--- config.mk ---
export PLATFORM = sky130hd
export DESIGN_NAME = mib_cmd_arbiter
export DESIGN_NICKNAME = d
export VERILOG_FILES = /design/src/rtl/mib_arb_pkg.sv /design/src/rtl/mib_cmd_arbiter_rr_pick.sv /design/src/rtl/mib_cmd_arbiter.sv
export SDC_FILE = /design/constraint.sdc
export NUM_CORES = 1
export LEC_CHECK = 0
export ABC_CLOCK_PERIOD_IN_PS = 24800
export BUFFER_PORTS_ARGS = -buffer_cell sky130_fd_sc_hd__buf_4
export CELL_PAD_IN_SITES_DETAIL_PLACEMENT = 1
export CELL_PAD_IN_SITES_GLOBAL_PLACEMENT = 1
export CORE_AREA = 2 2 206 168
export CTS_CLUSTER_DIAMETER = 150
export DETAILED_ROUTE_END_ITERATION = 10
export DIE_AREA = 0 0 208 170
export PLACE_DENSITY_LB_ADDON = 0.1
export SETUP_SLACK_MARGIN = 0.2
export SLEW_MARGIN = 25
export SYNTH_ARGS = -nofsm -noshare
export SYNTH_HDL_FRONTEND = slang
export SYNTH_SLANG_ARGS = --single-unit
--- constraint.sdc ---
create_clock -name i_sysclk -period 24.8 [get_ports i_sysclk]
set_input_delay 2.48 -clock i_sysclk [delete_from_list [all_inputs] [get_ports i_sysclk]]
set_output_delay 2.48 -clock i_sysclk [all_outputs]
set_load 0.01 [all_outputs]
--- src/rtl/mib_arb_pkg.sv ---
// Shared types for the cmd-bus arbiter:
// FSM states, capture slot layout and defaults.
package mib_arb_pkg;

  localparam int MIB_N_REQ     = 4;
  localparam int MIB_ADDR_BITS = 24;
  localparam int MIB_DATA_BITS = 32;
  localparam int MIB_WDOG_CLKS = 64;

  typedef enum logic [1:0] {
    IDLE  = 2'd0,
    ISSUE = 2'd1,
    WAIT  = 2'd2
  } t_arb_state;

  typedef struct packed {
    logic                     rd_wr_n;
    logic [MIB_ADDR_BITS-1:0] addr;
    logic [MIB_DATA_BITS-1:0] wdata;
  } t_req_slot;

endpackage

--- src/rtl/mib_cmd_arbiter_rr_pick.sv ---
// Round-robin selector: first set request
// at or after the pointer, wrapping at N-1.
module rr_pick #(
  parameter int N  = 4,
  parameter int IW = $clog2(N)
) (
  input  logic [N-1:0]  req_i,
  input  logic [IW-1:0] ptr_i,
  output logic [IW-1:0] gnt_o,
  output logic          vld_o
);

  logic [IW:0] idx;

  // Scan from the far end so the nearest request wins.
  always_comb begin
    gnt_o = '0;
    vld_o = 1'b0;
    idx   = '0;
    for (int i = N - 1; i >= 0; i--) begin
      idx = {1'b0, ptr_i} + (IW+1)'(i);
      if (idx >= (IW+1)'(N)) begin
        idx = idx - (IW+1)'(N);
      end
      if (req_i[idx[IW-1:0]]) begin
        gnt_o = idx[IW-1:0];
        vld_o = 1'b1;
      end
    end
  end

endmodule

--- src/rtl/mib_cmd_arbiter.sv ---
// Shares one mib_master cmd port between
// N_REQ requesters, one transaction at a time.
module mib_cmd_arbiter
  import mib_arb_pkg::*;
#(
  parameter int N_REQ       = MIB_N_REQ,
  parameter int ADDR_BITS   = MIB_ADDR_BITS,
  parameter int DATA_BITS   = MIB_DATA_BITS,
  parameter int P_WDOG_CLKS = MIB_WDOG_CLKS
) (
  input  logic                       i_sysclk,
  input  logic                       i_arst,
  input  logic [N_REQ-1:0]           i_req_sel,
  input  logic [N_REQ-1:0]           i_req_rd_wr_n,
  input  logic [N_REQ*ADDR_BITS-1:0] i_req_byte_addr,
  input  logic [N_REQ*DATA_BITS-1:0] i_req_wdata,
  output logic [N_REQ-1:0]           o_req_ack,
  output logic [N_REQ-1:0]           o_req_timeout,
  output logic [DATA_BITS-1:0]       o_req_rdata,
  output logic [N_REQ-1:0]           o_req_busy,
  output logic [N_REQ-1:0]           o_req_overrun,
  input  logic                       i_overrun_clr,
  output logic                       o_cmd_sel,
  output logic                       o_cmd_rd_wr_n,
  output logic [ADDR_BITS-1:0]       o_cmd_byte_addr,
  output logic [DATA_BITS-1:0]       o_cmd_wdata,
  input  logic                       i_cmd_ack,
  input  logic [DATA_BITS-1:0]       i_cmd_rdata,
  input  logic                       i_cmd_mib_timeout
);

  localparam int IW = $clog2(N_REQ);
  localparam int WW = $clog2(P_WDOG_CLKS);
  localparam logic [IW-1:0] LAST_IDX =
    IW'(N_REQ - 1);
  localparam logic [WW-1:0] WDOG_LAST =
    WW'(P_WDOG_CLKS - 1);

  t_req_slot slot_q [N_REQ];

  logic [N_REQ-1:0] pend_q, pend_d;
  logic [N_REQ-1:0] ovr_q, ovr_d;
  logic [N_REQ-1:0] acc_vec, cmp_vec;
  logic [N_REQ-1:0] ack_q, ack_d;
  logic [N_REQ-1:0] tmo_q, tmo_d;

  t_arb_state state_q, state_d;

  logic [IW-1:0] ptr_q, ptr_d;
  logic [IW-1:0] gnt_q, gnt_d;
  logic [IW-1:0] pick_gnt;
  logic          pick_vld;
  logic [WW-1:0] wdog_q, wdog_d;
  logic          done;

  logic                 cmd_sel_q, cmd_sel_d;
  logic                 cmd_rd_q, cmd_rd_d;
  logic [ADDR_BITS-1:0] cmd_addr_q, cmd_addr_d;
  logic [DATA_BITS-1:0] cmd_wd_q, cmd_wd_d;
  logic [DATA_BITS-1:0] rdata_q, rdata_d;

  // A completing requester may re-request on
  // the same edge; the new request wins.
  assign acc_vec = i_req_sel &
                   (~pend_q | cmp_vec);
  assign pend_d  = acc_vec |
                   (pend_q & ~cmp_vec);
  assign ovr_d   = (i_req_sel & ~acc_vec) |
                   (ovr_q &
                    {N_REQ{~i_overrun_clr}});

  rr_pick #(
    .N  (N_REQ),
    .IW (IW)
  ) u_pick (
    .req_i (pend_q),
    .ptr_i (ptr_q),
    .gnt_o (pick_gnt),
    .vld_o (pick_vld)
  );

  // Latch request fields into the slot on accept.
  always_ff @(posedge i_sysclk or posedge i_arst) begin
    if (i_arst) begin
      for (int r = 0; r < N_REQ; r++) begin
        slot_q[r] <= '0;
      end
    end else begin
      for (int r = 0; r < N_REQ; r++) begin
        if (acc_vec[r]) begin
          slot_q[r].rd_wr_n <= i_req_rd_wr_n[r];
          slot_q[r].addr    <=
            i_req_byte_addr[r*ADDR_BITS +: ADDR_BITS];
          slot_q[r].wdata   <=
            i_req_wdata[r*DATA_BITS +: DATA_BITS];
        end
      end
    end
  end

  // Pending and sticky overrun flags.
  always_ff @(posedge i_sysclk or posedge i_arst) begin
    if (i_arst) begin
      pend_q <= '0;
      ovr_q  <= '0;
    end else begin
      pend_q <= pend_d;
      ovr_q  <= ovr_d;
    end
  end

  // Next-state, grant, watchdog and responses.
  always_comb begin
    state_d    = state_q;
    gnt_d      = gnt_q;
    ptr_d      = ptr_q;
    wdog_d     = wdog_q;
    cmd_sel_d  = 1'b0;
    cmd_rd_d   = cmd_rd_q;
    cmd_addr_d = cmd_addr_q;
    cmd_wd_d   = cmd_wd_q;
    rdata_d    = rdata_q;
    ack_d      = '0;
    tmo_d      = '0;
    done       = 1'b0;
    cmp_vec    = '0;
    unique case (state_q)
      IDLE: begin
        if (pick_vld) begin
          state_d    = ISSUE;
          gnt_d      = pick_gnt;
          cmd_sel_d  = 1'b1;
          cmd_rd_d   = slot_q[pick_gnt].rd_wr_n;
          cmd_addr_d = slot_q[pick_gnt].addr;
          cmd_wd_d   = slot_q[pick_gnt].wdata;
        end
      end
      ISSUE: begin
        state_d = WAIT;
        wdog_d  = '0;
      end
      WAIT: begin
        wdog_d = wdog_q + WW'(1);
        if (i_cmd_ack) begin
          done         = 1'b1;
          ack_d[gnt_q] = 1'b1;
          if (cmd_rd_q) begin
            rdata_d = i_cmd_rdata;
          end
        end else if (i_cmd_mib_timeout ||
                     wdog_q == WDOG_LAST) begin
          done         = 1'b1;
          tmo_d[gnt_q] = 1'b1;
        end
        if (done) begin
          state_d = IDLE;
          ptr_d   = (gnt_q == LAST_IDX) ?
                    '0 : gnt_q + IW'(1);
        end
      end
      default: begin
        state_d = IDLE;
      end
    endcase
    if (done) begin
      cmp_vec[gnt_q] = 1'b1;
    end
  end

  // FSM, pointer and watchdog registers.
  always_ff @(posedge i_sysclk or posedge i_arst) begin
    if (i_arst) begin
      state_q <= IDLE;
      gnt_q   <= '0;
      ptr_q   <= '0;
      wdog_q  <= '0;
    end else begin
      state_q <= state_d;
      gnt_q   <= gnt_d;
      ptr_q   <= ptr_d;
      wdog_q  <= wdog_d;
    end
  end

  // Downstream command and upstream response regs.
  always_ff @(posedge i_sysclk or posedge i_arst) begin
    if (i_arst) begin
      cmd_sel_q  <= 1'b0;
      cmd_rd_q   <= 1'b0;
      cmd_addr_q <= '0;
      cmd_wd_q   <= '0;
      rdata_q    <= '0;
      ack_q      <= '0;
      tmo_q      <= '0;
    end else begin
      cmd_sel_q  <= cmd_sel_d;
      cmd_rd_q   <= cmd_rd_d;
      cmd_addr_q <= cmd_addr_d;
      cmd_wd_q   <= cmd_wd_d;
      rdata_q    <= rdata_d;
      ack_q      <= ack_d;
      tmo_q      <= tmo_d;
    end
  end

  assign o_req_ack       = ack_q;
  assign o_req_timeout   = tmo_q;
  assign o_req_rdata     = rdata_q;
  assign o_req_busy      = pend_q;
  assign o_req_overrun   = ovr_q;
  assign o_cmd_sel       = cmd_sel_q;
  assign o_cmd_rd_wr_n   = cmd_rd_q;
  assign o_cmd_byte_addr = cmd_addr_q;
  assign o_cmd_wdata     = cmd_wd_q;

endmodule

==> out/metrics.yaml, run 1 <==
global_routing:
  first_global_vias: 11217
  groute.usage.overall_pct: 24.5
  antenna_found_initial: 4
  grt_overflow: 0
  grt_max_degree: 171
  grt_pass1_wl_mm: 66.9
finish:
  multi_input_area_um2: 6150
  area_delta_synth_final_pct: 27.3
  fillers: 3259
  final-seq-area_um2: 8660
  nets: 1705
  stdcell_count: 1895
  drive_above_1_share_pct: 50.4
setup_path:
  path_cells: "buf_4 > a311oi_4 > o21ai_2 > nand2_4 > buf_4 > mux2_2"
  crit_family: "buffers and inverters"
  crit_path_end_kind: "register"
  slowest_stage: "buf_4"
  worstPathRequired_ps: 25210
  cp_slowest_stage_delay_ps: 630
  cp_num_buf_inv: 2
  cp_data_arrival_time_ps: 4800
  worstSetupPathType: "in -> reg"
  start_kind: "primary input"
  critPathMaxFanout: 29
  cp_common_cell: "buf_4"
detailed_routing:
  viasPerCell: 5.41
  drcViolationCount: 0
  wl_per_cell_um: 23.2
  initialDrtViolationCount: 418
  ant_nets: 0
  vias: 10260
  first_pass_iters: 4
  routed_wl_mm: 43.9
synthesis:
  yosysWarningCount: 0
  ys_ff_latch: 346
  synth_top_cell_area_share_pct: 56.1
  synth_seq_area_share_pct: 56.1
  yosysTopAreaCell: "dfrtp_1"
  synth_cell_types: 44
  synth_edf_count: 0
  yosys-top-cells-area: "dfrtp_1, mux2_4, mux2_2, mux2i_1, a221oi_1"
  avgSynthCellArea_um2: 14.4
  synth-async-reset-ratio_pct: 100
  synth_ff_type: "dfrtp_1"
  syn_area_um2: 15400
  syn_inst: 1073
  synthesis.nets: 1350
clock_network:
  postCtsSetupBuffers: 0
  hold_buffers: 0
  path_clk_slew_ps: 60
  cts_resized: 0
  h-tree-depth: 2
  cts_sinks: 346
  cts_buffers: 38
  worstSkewPairLatency_ps: 530
  clock_path_buffers: 3
  cts_root_buffer: "clkbuf_16"
  cts_tree: "built"
timing:
  worst_slew_pin_slew_ps: 1050
  period_share_pct: 17.7
  setup_tns_ps: 0
  fin_worst_skew_ps: 11.4
  period_minus_slack_ps: 4390
  slew_violations: 0
  rsz0062_at_grt: "false"
  max-slew-margin-rel_pct: 29.7
  max_freq_mhz: 228
  setup_viol: 0
  timing_hold_violations_final: 0
power_and_ir_drop:
  leakagePower_uw: 0.00960
  peakVddDrop_mv: 0.0693
  power_density_nw_per_um2: 131
die:
  placementRows: 60
  die-area_um2: 35400
  die_w_um: 208
  die_h_um: 170
  start_util_pct: 46.5
  io_pins: 375
  coreArea_um2: 33200
place:
  portBuffers: 374
  place.gp.congestion: 0.770
  place_hpwl_mm: 29.2
  placedCellCount: 1822
min_path:
  min_path_type: "reg -> reg"
run:
  max-cap-violations: 0
outcome:
  status: "complete, no violations"
## state kept, by name, summed over array words and instances, names as in the netlist
signal,cells
o_cmd_sel,1
o_req_ack,4
o_req_timeout,4
state_q,2
o_req_busy,4
ptr_q,2
o_cmd_byte_addr,24
o_cmd_rd_wr_n,1
slot_q,228
o_req_rdata,32
wdog_q,6
o_cmd_wdata,32
o_req_overrun,4
gnt_q,2
## kinds of logic (layout without fill, tap and decap cells)
logic type / Yosys count / after routing / synth area share (%)
compound gates: 143 / 143 / 7.44
other cells: 0 / 4 / 0
mux: 321 / 321 / 25.8
fa+ha+maj: 8 / 8 / 0.648
buf+inv: 87 / 471 / 4.48
flops: 346 / 346 / 56.1
simple gates: 168 / 168 / 5.53
## path summary, 6_finish.rpt
check	startpoint	endpoint	slack, ps	cells after the start
min in group asynchronous	i_arst	o_req_rdata[16]$_DFFE_PP0P_	2060	2
worst min-delay path	slot_q[148]$_DFFE_PP0P_	slot_q[148]$_DFFE_PP0P_	500	1
worst max register to register	o_req_busy[2]$_DFF_PP0_	o_cmd_wdata[0]$_DFFE_PP0P_	21380	6
worst max-delay path	i_cmd_ack	slot_q[113]$_DFFE_PP0P_	20410	6
worst min register to register	slot_q[148]$_DFFE_PP0P_	slot_q[148]$_DFFE_PP0P_	500	1
max in group asynchronous	i_arst	slot_q[135]$_DFFE_PP0P_	21250	3
## per-layer routing
metal	vias up	global-route usage, %	routed length (um)
li1	4596	-	-
met1	5300	31.5	18800
met2	291	40.6	21100
met3	73	6.46	2810
met4	0	7.99	1220
met5	-	0	0
## placed cells by master (no fill, tap or decap), types with 7 or more instances in the layout
cell type,synthesis,layout
mux2_4,120,120
a211oi_1,57,57
and2_1,61,61
buf_4,11,386
mux2i_1,59,59
ha_1,8,8
mux2_2,142,142
clkbuf_16,0,41
inv_1,14,13
nand2_1,19,19
dfrtp_1,346,346
nor2_1,63,61
a221oi_1,56,56
clkinv_2,0,7
o21ai_0,7,7
clkbuf_8,0,13
## synthesized netlist by cell type, types with 2 or more instances
master and n:
dfrtp_1 346, mux2_2 142, mux2_4 120, nor2_1 63, and2_1 61, mux2i_1 59, a211oi_1 57, a221oi_1 56
clkbuf_1 27, nand2_1 19, buf_12 16, inv_1 14, buf_4 11, buf_2 9, ha_1 8, buf_6 7
o21ai_0 7, o21ai_2 5, a21oi_1 4, and3_1 4, nand2_2 4, nand3_1 4, o2bb2ai_1 4, buf_1 2
nand2b_1 2, nor2b_1 2, nor3_1 2, o41ai_1 2
## power by group
group	total, uW	internal [uW]	switching (uW)
combinational	1000	535	467
clock	583	350	234
sequential	998	839	159
## through the flow
stage	utilization, %	hold WS, ps	area [um2]	setup WS [ps]	power (uW)
floorplan	-	470	15400	12730	1660
global placement	55.2	480	18300	19900	1960
detailed placement	55.2	482	18300	19880	2010
CTS	59.2	497	19600	20430	2610
global route	59.2	512	19700	20310	2730
finish	59.2	495	19700	20410	2580
## final cells by class
class,instances,share of cell area [%]
Antenna cell,4,0.0509
Clock inverter,12,0.484
Sequential cell,346,44.0
Multi-Input combinational cell,640,31.3
Timing Repair Buffer,387,14.8
Inverter,15,0.325
Tap cell,434,2.76
Clock buffer,57,6.19
(Power assumes the default switching activity.)
==> run 2, diff against run 1 <==
--- a/config.mk
+++ b/config.mk
@@ -5,14 +5,14 @@
 export SDC_FILE = /design/constraint.sdc
 export NUM_CORES = 1
 export LEC_CHECK = 0
-export ABC_CLOCK_PERIOD_IN_PS = 24800
+export ABC_CLOCK_PERIOD_IN_PS = 4200
 export BUFFER_PORTS_ARGS = -buffer_cell sky130_fd_sc_hd__buf_4
 export CELL_PAD_IN_SITES_DETAIL_PLACEMENT = 1
 export CELL_PAD_IN_SITES_GLOBAL_PLACEMENT = 1
-export CORE_AREA = 2 2 206 168
+export CORE_AREA = 2 2 213 173
 export CTS_CLUSTER_DIAMETER = 150
 export DETAILED_ROUTE_END_ITERATION = 10
-export DIE_AREA = 0 0 208 170
+export DIE_AREA = 0 0 215 175
 export PLACE_DENSITY_LB_ADDON = 0.1
 export SETUP_SLACK_MARGIN = 0.2
 export SLEW_MARGIN = 25
==> constraint.sdc (replaced) <==
create_clock -name i_sysclk -period 4.2 [get_ports i_sysclk]
set_input_delay 0.42 -clock i_sysclk [delete_from_list [all_inputs] [get_ports i_sysclk]]
set_output_delay 0.42 -clock i_sysclk [all_outputs]
set_load 0.01 [all_outputs]
==> out/metrics.yaml, run 2 (synthesized netlist as in run 1, its figures left out) <==
run:
  max-cap-violations: 0  # unchanged
setup_path:
  crit_path_end_kind: "register"
  crit_family: "simple AND/OR/NAND/NOR gates"
  path_cells: "ha_1 > and3_4 > a311oi_4 > o21ai_2 > nand2_4 > buf_12 > mux2_4"
  cp_data_arrival_time_ps: 3330  # -1470 ps
  start_kind: "register"
  slowest_stage: "nand2_4"
  cp_num_buf_inv: 1  # -1
  rr_endpoint: "slot_q[75]$_DFFE_PP0P_"
  r2r_start: "wdog_q[0]$_DFFE_PP0P_"
  reg2reg_slack_ps: 1280  # -20100 ps
  critPathMaxFanout: 39  # +34%
  rr_worst_depth: 7  # +1
  cp_slowest_stage_delay_ps: 610  # -20 ps
  worstPathRequired_ps: 4610  # -20600 ps
  worstSetupPathType: "reg -> reg"
detailed_routing:
  drcViolationCount: 0  # unchanged
  wl_per_cell_um: 22.8  # -1.8%
  initialDrtViolationCount: 437  # +4.5%
  ant_nets: 0  # unchanged
  routed_wl_mm: 44.3  # +0.93%
  first_pass_iters: 4  # unchanged
  viasPerCell: 5.27  # -2.6%
  vias: 10268  # +0.078%
finish:
  final-seq-area_um2: 8660  # unchanged
  mostFrequentLayoutCells: "buf_4, dfrtp_1, mux2_2, mux2_4"
  largest-register: "slot_q"
  drive_above_1_share_pct: 49.8  # -0.58 points
  fillers: 3595  # +10%
  area_delta_synth_final_pct: 27.6
  nets: 1711  # +0.35%
  final_util_pct: 55.5  # -3.8 points
  multi_input_area_um2: 6140  # -0.14%
  layout_commonest_cell: "buf_4"
  largest_register_ffs: 228  # unchanged
min_path:
  min-delay-start: "i_req_byte_addr[31]"
  min_path_type: "in -> reg"
  hold_depth: 2  # +1
  hold_end: "slot_q[153]$_DFFE_PP0P_"
timing:
  timing_hold_violations_final: 0  # unchanged
  setup_tns_ps: 0  # unchanged
  slew_violations: 0  # unchanged
  worst_slew_pin_slew_ps: 998  # -55.9 ps
  max-slew-margin-rel_pct: 33.2  # +3.5 points
  period_minus_slack_ps: 2920
  fin_worst_skew_ps: 16.9  # +5.52 ps
  hold_ws_ps: 113  # -382 ps
  rsz0062_at_grt: "false"
  setup_viol: 0  # unchanged
  max_freq_mhz: 343
  period_share_pct: 69.5
place:
  place.gp.congestion: 0.772  # +0.19%
  place_hpwl_mm: 29.6  # +1.7%
  portBuffers: 374  # unchanged
clock_network:
  path_clk_slew_ps: 60  # about the same
  clock_path_buffers: 3  # unchanged
  cts_root_buffer: "clkbuf_16"
  cts_tree: "built"
  cts_resized: 0  # unchanged
  postCtsSetupBuffers: 0  # unchanged
  cts_buffers: 38  # unchanged
  h-tree-depth: 2  # unchanged
  hold_buffers: 1  # +1
  cts_sinks: 346  # unchanged
  worstSkewPairLatency_ps: 530  # about the same
power_and_ir_drop:
  power_density_nw_per_um2: 764  # +480%
  leakagePower_uw: 0.00961  # +0.12%
  peakVddDrop_mv: 0.374  # +440%
  power.total_uw: 15100  # +480%
die:
  die-area_um2: 37600  # +6.4%
  die_h_um: 175  # +2.9%
  start_util_pct: 43.5  # -3.1 points
  io_pins: 375  # unchanged
  coreArea_um2: 35500  # +7.1%
  placementRows: 62  # +3.3%
  die_w_um: 215  # +3.4%
global_routing:
  antenna_found_initial: 7  # +3
  grt_max_degree: 155  # -9.4%
  groute.usage.overall_pct: 23.6  # -0.95 points
  first_global_vias: 11188  # -0.26%
  grt_pass1_wl_mm: 68.6  # +2.7%
  grt_overflow: 0  # unchanged
outcome:
  status: "complete, no violations"
## run 2: area by class of cell
type	instances	area share, %
timing repair buffer	393	15.5
clock buffer	60	5.76
tap	480	3.05
multi-input combinational	640	31.2
sequential	346	43.9
clock inverter	8	0.222
antenna	5	0.0635
inverter	15	0.305
## run 2: how the worst max path moves through the flow
stage	from	endpoint	slack [ps]	cells past startpoint
after floorplan	i_arst	gnt_q[0]$_DFFE_PP0P_	-850	1
after global placement	wdog_q[0]$_DFFE_PP0P_	slot_q[75]$_DFFE_PP0P_	1330	7
after detailed placement	wdog_q[0]$_DFFE_PP0P_	slot_q[75]$_DFFE_PP0P_	1270	7
after CTS	wdog_q[0]$_DFFE_PP0P_	slot_q[75]$_DFFE_PP0P_	1270	7
after global routing	wdog_q[0]$_DFFE_PP0P_	slot_q[71]$_DFFE_PP0P_	1110	7
final	wdog_q[0]$_DFFE_PP0P_	slot_q[75]$_DFFE_PP0P_	1280	7
## run 2: metal layers
| layer | GRT usage [%] | wire (um) |
|---|---|---|
| met1 | 31.2 | 19400 |
| met2 | 38.1 | 20800 |
| met3 | 6.58 | 3070 |
| met4 | 6.75 | 1060 |
| met5 | 0 | 10 |
## run 2: stage by stage
| stage | setup WS (ps) | instance area (um2) | std cells |
|---|---|---|---|
| finish | 1280 | 19700 | 1947 |
| global route | 1110 | 19700 | 1947 |
| CTS | 1270 | 19700 | 1941 |
| detailed placement | 1270 | 18500 | 1872 |
| global placement | 1330 | 18500 | 1872 |
| floorplan | -850 | 15400 | 1073 |
## run 2: report_power, final
group	leakage, uW	total [uW]	switching (uW)	internal (uW)
sequential	0.00416	5880	925	4960
combinational	0.00486	5970	2760	3220
clock	0.000585	3200	1350	1850
total	0.00961	15100	5030	10000
==> run 3, diff against run 2 <==
--- a/config.mk
+++ b/config.mk
@@ -5,14 +5,15 @@
 export SDC_FILE = /design/constraint.sdc
 export NUM_CORES = 1
 export LEC_CHECK = 0
-export ABC_CLOCK_PERIOD_IN_PS = 4200
+export ABC_AREA = 1
+export ABC_CLOCK_PERIOD_IN_PS = 2600
 export BUFFER_PORTS_ARGS = -buffer_cell sky130_fd_sc_hd__buf_4
 export CELL_PAD_IN_SITES_DETAIL_PLACEMENT = 1
 export CELL_PAD_IN_SITES_GLOBAL_PLACEMENT = 1
-export CORE_AREA = 2 2 213 173
+export CORE_AREA = 2 2 236 191
 export CTS_CLUSTER_DIAMETER = 150
 export DETAILED_ROUTE_END_ITERATION = 10
-export DIE_AREA = 0 0 215 175
+export DIE_AREA = 0 0 238 193
 export PLACE_DENSITY_LB_ADDON = 0.1
 export SETUP_SLACK_MARGIN = 0.2
 export SLEW_MARGIN = 25
==> constraint.sdc (replaced) <==
create_clock -name i_sysclk -period 2.6 [get_ports i_sysclk]
set_input_delay 0.26 -clock i_sysclk [delete_from_list [all_inputs] [get_ports i_sysclk]]
set_output_delay 0.26 -clock i_sysclk [all_outputs]
set_load 0.01 [all_outputs]
==> out/metrics.yaml, run 3 <==
synthesis:
  ys_ff_latch: 346  # unchanged
  synth-async-reset-ratio_pct: 100  # unchanged
  yosys-top-cells-area: "dfrtp_1, nand2_1, nand3_1, mux2_2, buf_2"
  yosysTopAreaCell: "dfrtp_1"
  yosys.cell_count.top_type: "nand2_1"
  synth_edf_count: 0  # unchanged
  synth_common_cells: "nand2_1, nand3_1, dfrtp_1, clkbuf_1, buf_2"
  synth_top_cell_area_share_pct: 55.7  # -0.38 points
  yosysWarningCount: 0  # unchanged
  synth_seq_area_share_pct: 55.7  # -0.38 points
  avgSynthCellArea_um2: 8.34  # -42%
  synthesis.nets: 2141  # +59%
  syn_inst: 1864  # +74%
  synth_ff_type: "dfrtp_1"
  syn_area_um2: 15600  # +0.69%
  synth_cell_types: 27  # -39%
clock_network:
  path_clk_slew_ps: 60  # about the same
  cts_sinks: 346  # unchanged
  cts_tree: "built"
  clock_path_buffers: 3  # unchanged
  cts_root_buffer: "clkbuf_16"
  cts_buffers: 38  # unchanged
  worstSkewPairLatency_ps: 540  # about the same
  h-tree-depth: 2  # unchanged
detailed_routing:
  ant_nets: 0  # unchanged
  drcViolationCount: 0  # unchanged
  viasPerCell: 5.22  # -1.1%
  first_pass_iters: 5  # +1
  vias: 15798  # +54%
  routed_wl_mm: 66.3  # +50%
  wl_per_cell_um: 21.9  # -3.8%
  initialDrtViolationCount: 1149  # +160%
setup_path:
  rr_endpoint: "o_cmd_wdata[12]$_DFFE_PP0P_"
  reg2reg_slack_ps: 370  # -910 ps
  rr_worst_depth: 13  # +6
  crit_path_end_kind: "register"
  r2r_start: "ptr_q[0]$_DFFE_PP0N_"
  start_kind: "register"
  cp_data_arrival_time_ps: 2650  # -680 ps
  worstSetupPathType: "reg -> reg"
  worstPathRequired_ps: 3010  # -1600 ps
  critPathMaxFanout: 30  # -23%
power_and_ir_drop:
  leakagePower_uw: 0.0117  # +22%
  p_seq_share_pct: 34.4  # -4.7 points
  power.total_uw: 27600  # +83%
  peakVddDrop_mv: 0.567  # +52%
  swShare_pct: 42.9  # +9.5 points
  power_frac_comb_pct: 46.0  # +6.3 points
  clkPwrFrac_pct: 19.7  # -1.6 points
  internal-power_uw: 15700  # +57%
  power_density_nw_per_um2: 1210  # +58%
  p_switching_uw: 11800  # +130%
timing:
  setup_viol: 0  # unchanged
  slew_violations: 0  # unchanged
  fin_worst_skew_ps: 20.1  # +3.17 ps
  max_freq_mhz: 448  # +31%
  period_minus_slack_ps: 2230  # -685 ps
  rsz0062_at_grt: "true"
  max-slew-margin-rel_pct: 61.5  # +28 points
  worst_slew_pin_slew_ps: 576  # -422 ps
  timing_hold_violations_final: 0  # unchanged
  period_share_pct: 85.9  # +16 points
die:
  start_util_pct: 35.5  # -8.0 points
  die_w_um: 238  # +11%
  io_pins: 375  # unchanged
  die_h_um: 193  # +10%
  die-area_um2: 45900  # +22%
  placementRows: 69  # +11%
  coreArea_um2: 43900  # +23%
finish:
  drive_above_1_share_pct: 21.8  # -28 points
  layout_commonest_cell: "nand2_1"
  mostFrequentLayoutCells: "nand2_1, nand3_1, buf_4, dfrtp_1, dlygate4sd3_1"
  largest_register_ffs: 228  # unchanged
  nets: 2707  # +58%
  design_area_um2: 22800  # +16%
  largest-register: "slot_q"
  final_util_pct: 52.0  # -3.5 points
  area_delta_synth_final_pct: 46.6
global_routing:
  antenna_found_initial: 2  # -5
  grt_pass1_wl_mm: 99.5  # +45%
  grt_overflow: 0  # unchanged
  grt_max_degree: 89  # -43%
  first_global_vias: 16903  # +51%
  groute.usage.overall_pct: 28.2  # +4.6 points
run:
  max-cap-violations: 0  # unchanged
min_path:
  min_path_type: "in -> reg"
  min-delay-start: "i_req_byte_addr[49]"
  hold_depth: 3  # +1
  hold_end: "slot_q[90]$_DFFE_PP0P_"
place:
  place.gp.congestion: 0.848  # +9.9%
  dpl-instance-area_um2: 19100  # +3.1%
  portBuffers: 374  # unchanged
  place_hpwl_mm: 40.8  # +38%
outcome:
  status: "complete, no violations"
## run 3: cell types whose count changed after synthesis, sizes merged, moves of 49 or more
cell	change
nor2	-49
and2	-61
mux2i	-59
nand2	+703
a221oi	-56
mux2	-230
nand3	+521
a211oi	-57
## run 3: per-layer routing
metal  part of all wire, %  up-vias  GRT usage (%)
li1                      -     7225              -
met1                    45     7936           39.1
met2                    47      521           45.8
met3                   5.4      116           4.17
met4                   2.8        0           8.92
met5                     0        -              0
## run 3: power groups by stage
stage	clock network (uW)	registers (uW)	logic [uW]
3_3_place_gp	0	9420	11600
5_1_grt	5720	9720	14000
2_1_floorplan	0	9260	7130
6_report	5410	9470	12700
3_5_place_dp	0	9460	12000
4_1_cts	5510	9420	12300
## run 3: critical path: stages (launching register included)
cell     delay, ps
dfrtp_2        480
inv_1          140
nand2_1        100
nand3_1        130
nand2_1        100
nand3_2         90
nand2_1         90
nand2_4        170
nand2_8        170
buf_12         210
nand2_1         80
nand3_1         60
nand3_1        170
nand2_1         70
## run 3: worst max-delay path by stage
stage,start,end,slack [ps],depth (start not counted)
after floorplan,i_arst,gnt_q[0]$_DFFE_PP0P_,-2290,1
after global placement,ptr_q[0]$_DFFE_PP0N_,o_cmd_wdata[4]$_DFFE_PP0P_,330,13
after detailed placement,ptr_q[0]$_DFFE_PP0N_,o_cmd_byte_addr[17]$_DFFE_PP0P_,190,13
after CTS,ptr_q[0]$_DFFE_PP0N_,o_cmd_byte_addr[17]$_DFFE_PP0P_,280,13
after global routing,ptr_q[0]$_DFFE_PP0N_,o_cmd_wdata[5]$_DFFE_PP0P_,190,13
final,ptr_q[0]$_DFFE_PP0N_,o_cmd_wdata[12]$_DFFE_PP0P_,370,13
## run 3: layout make-up
type                       count  area (um2)
inverter                      37         143
sequential                   346        8660
multi-input combinational   1340        6180
clock inverter                 6        61.3
antenna                        3        7.51
clock buffer                  61        1160
timing repair buffer         667        5880
fill                        5089       21100
tap                          568         711
## run 3: cell families (layout without fill, tap and decap cells)
logic type | after synthesis | after routing | share of synthesized area, %
buffers and inverters | 178 | 771 | 5.08
xor gates and xnor gates | 1 | 1 | 0.0563
muxes | 32 | 32 | 2.32
and+or+nand+nor | 1273 | 1273 | 35.2
adders and majority gates | 8 | 8 | 0.644
AOI/OAI and AO/OA | 26 | 26 | 1.07
other | 0 | 3 | 0
DFF | 346 | 346 | 55.7
## run 3: what timing repair did
| action | 4_1_cts | 5_1_grt |
|---|---|---|
| cloned | 0 | 2 |
| setup buffers | 0 | 2 |
| hold buffers | 241 | 0 |
| resized for setup | 1 | 9 |
| endpoints found under the setup margin | 19 | 69 |
| hold endpoints to repair | 254 | 0 |
| pin swaps | 0 | 1 |
## run 3: stage by stage
stage	cells	worst slack, ps	hold slack (ps)	setup TNS, ps
2_1_floorplan	1864	-2290	359	-792500
3_3_place_gp	2713	329	365	0
3_5_place_dp	2713	189	352	0
4_1_cts	3021	284	0.514	0
5_1_grt	3028	187	6.15	0
6_report	3028	367	1.35	0
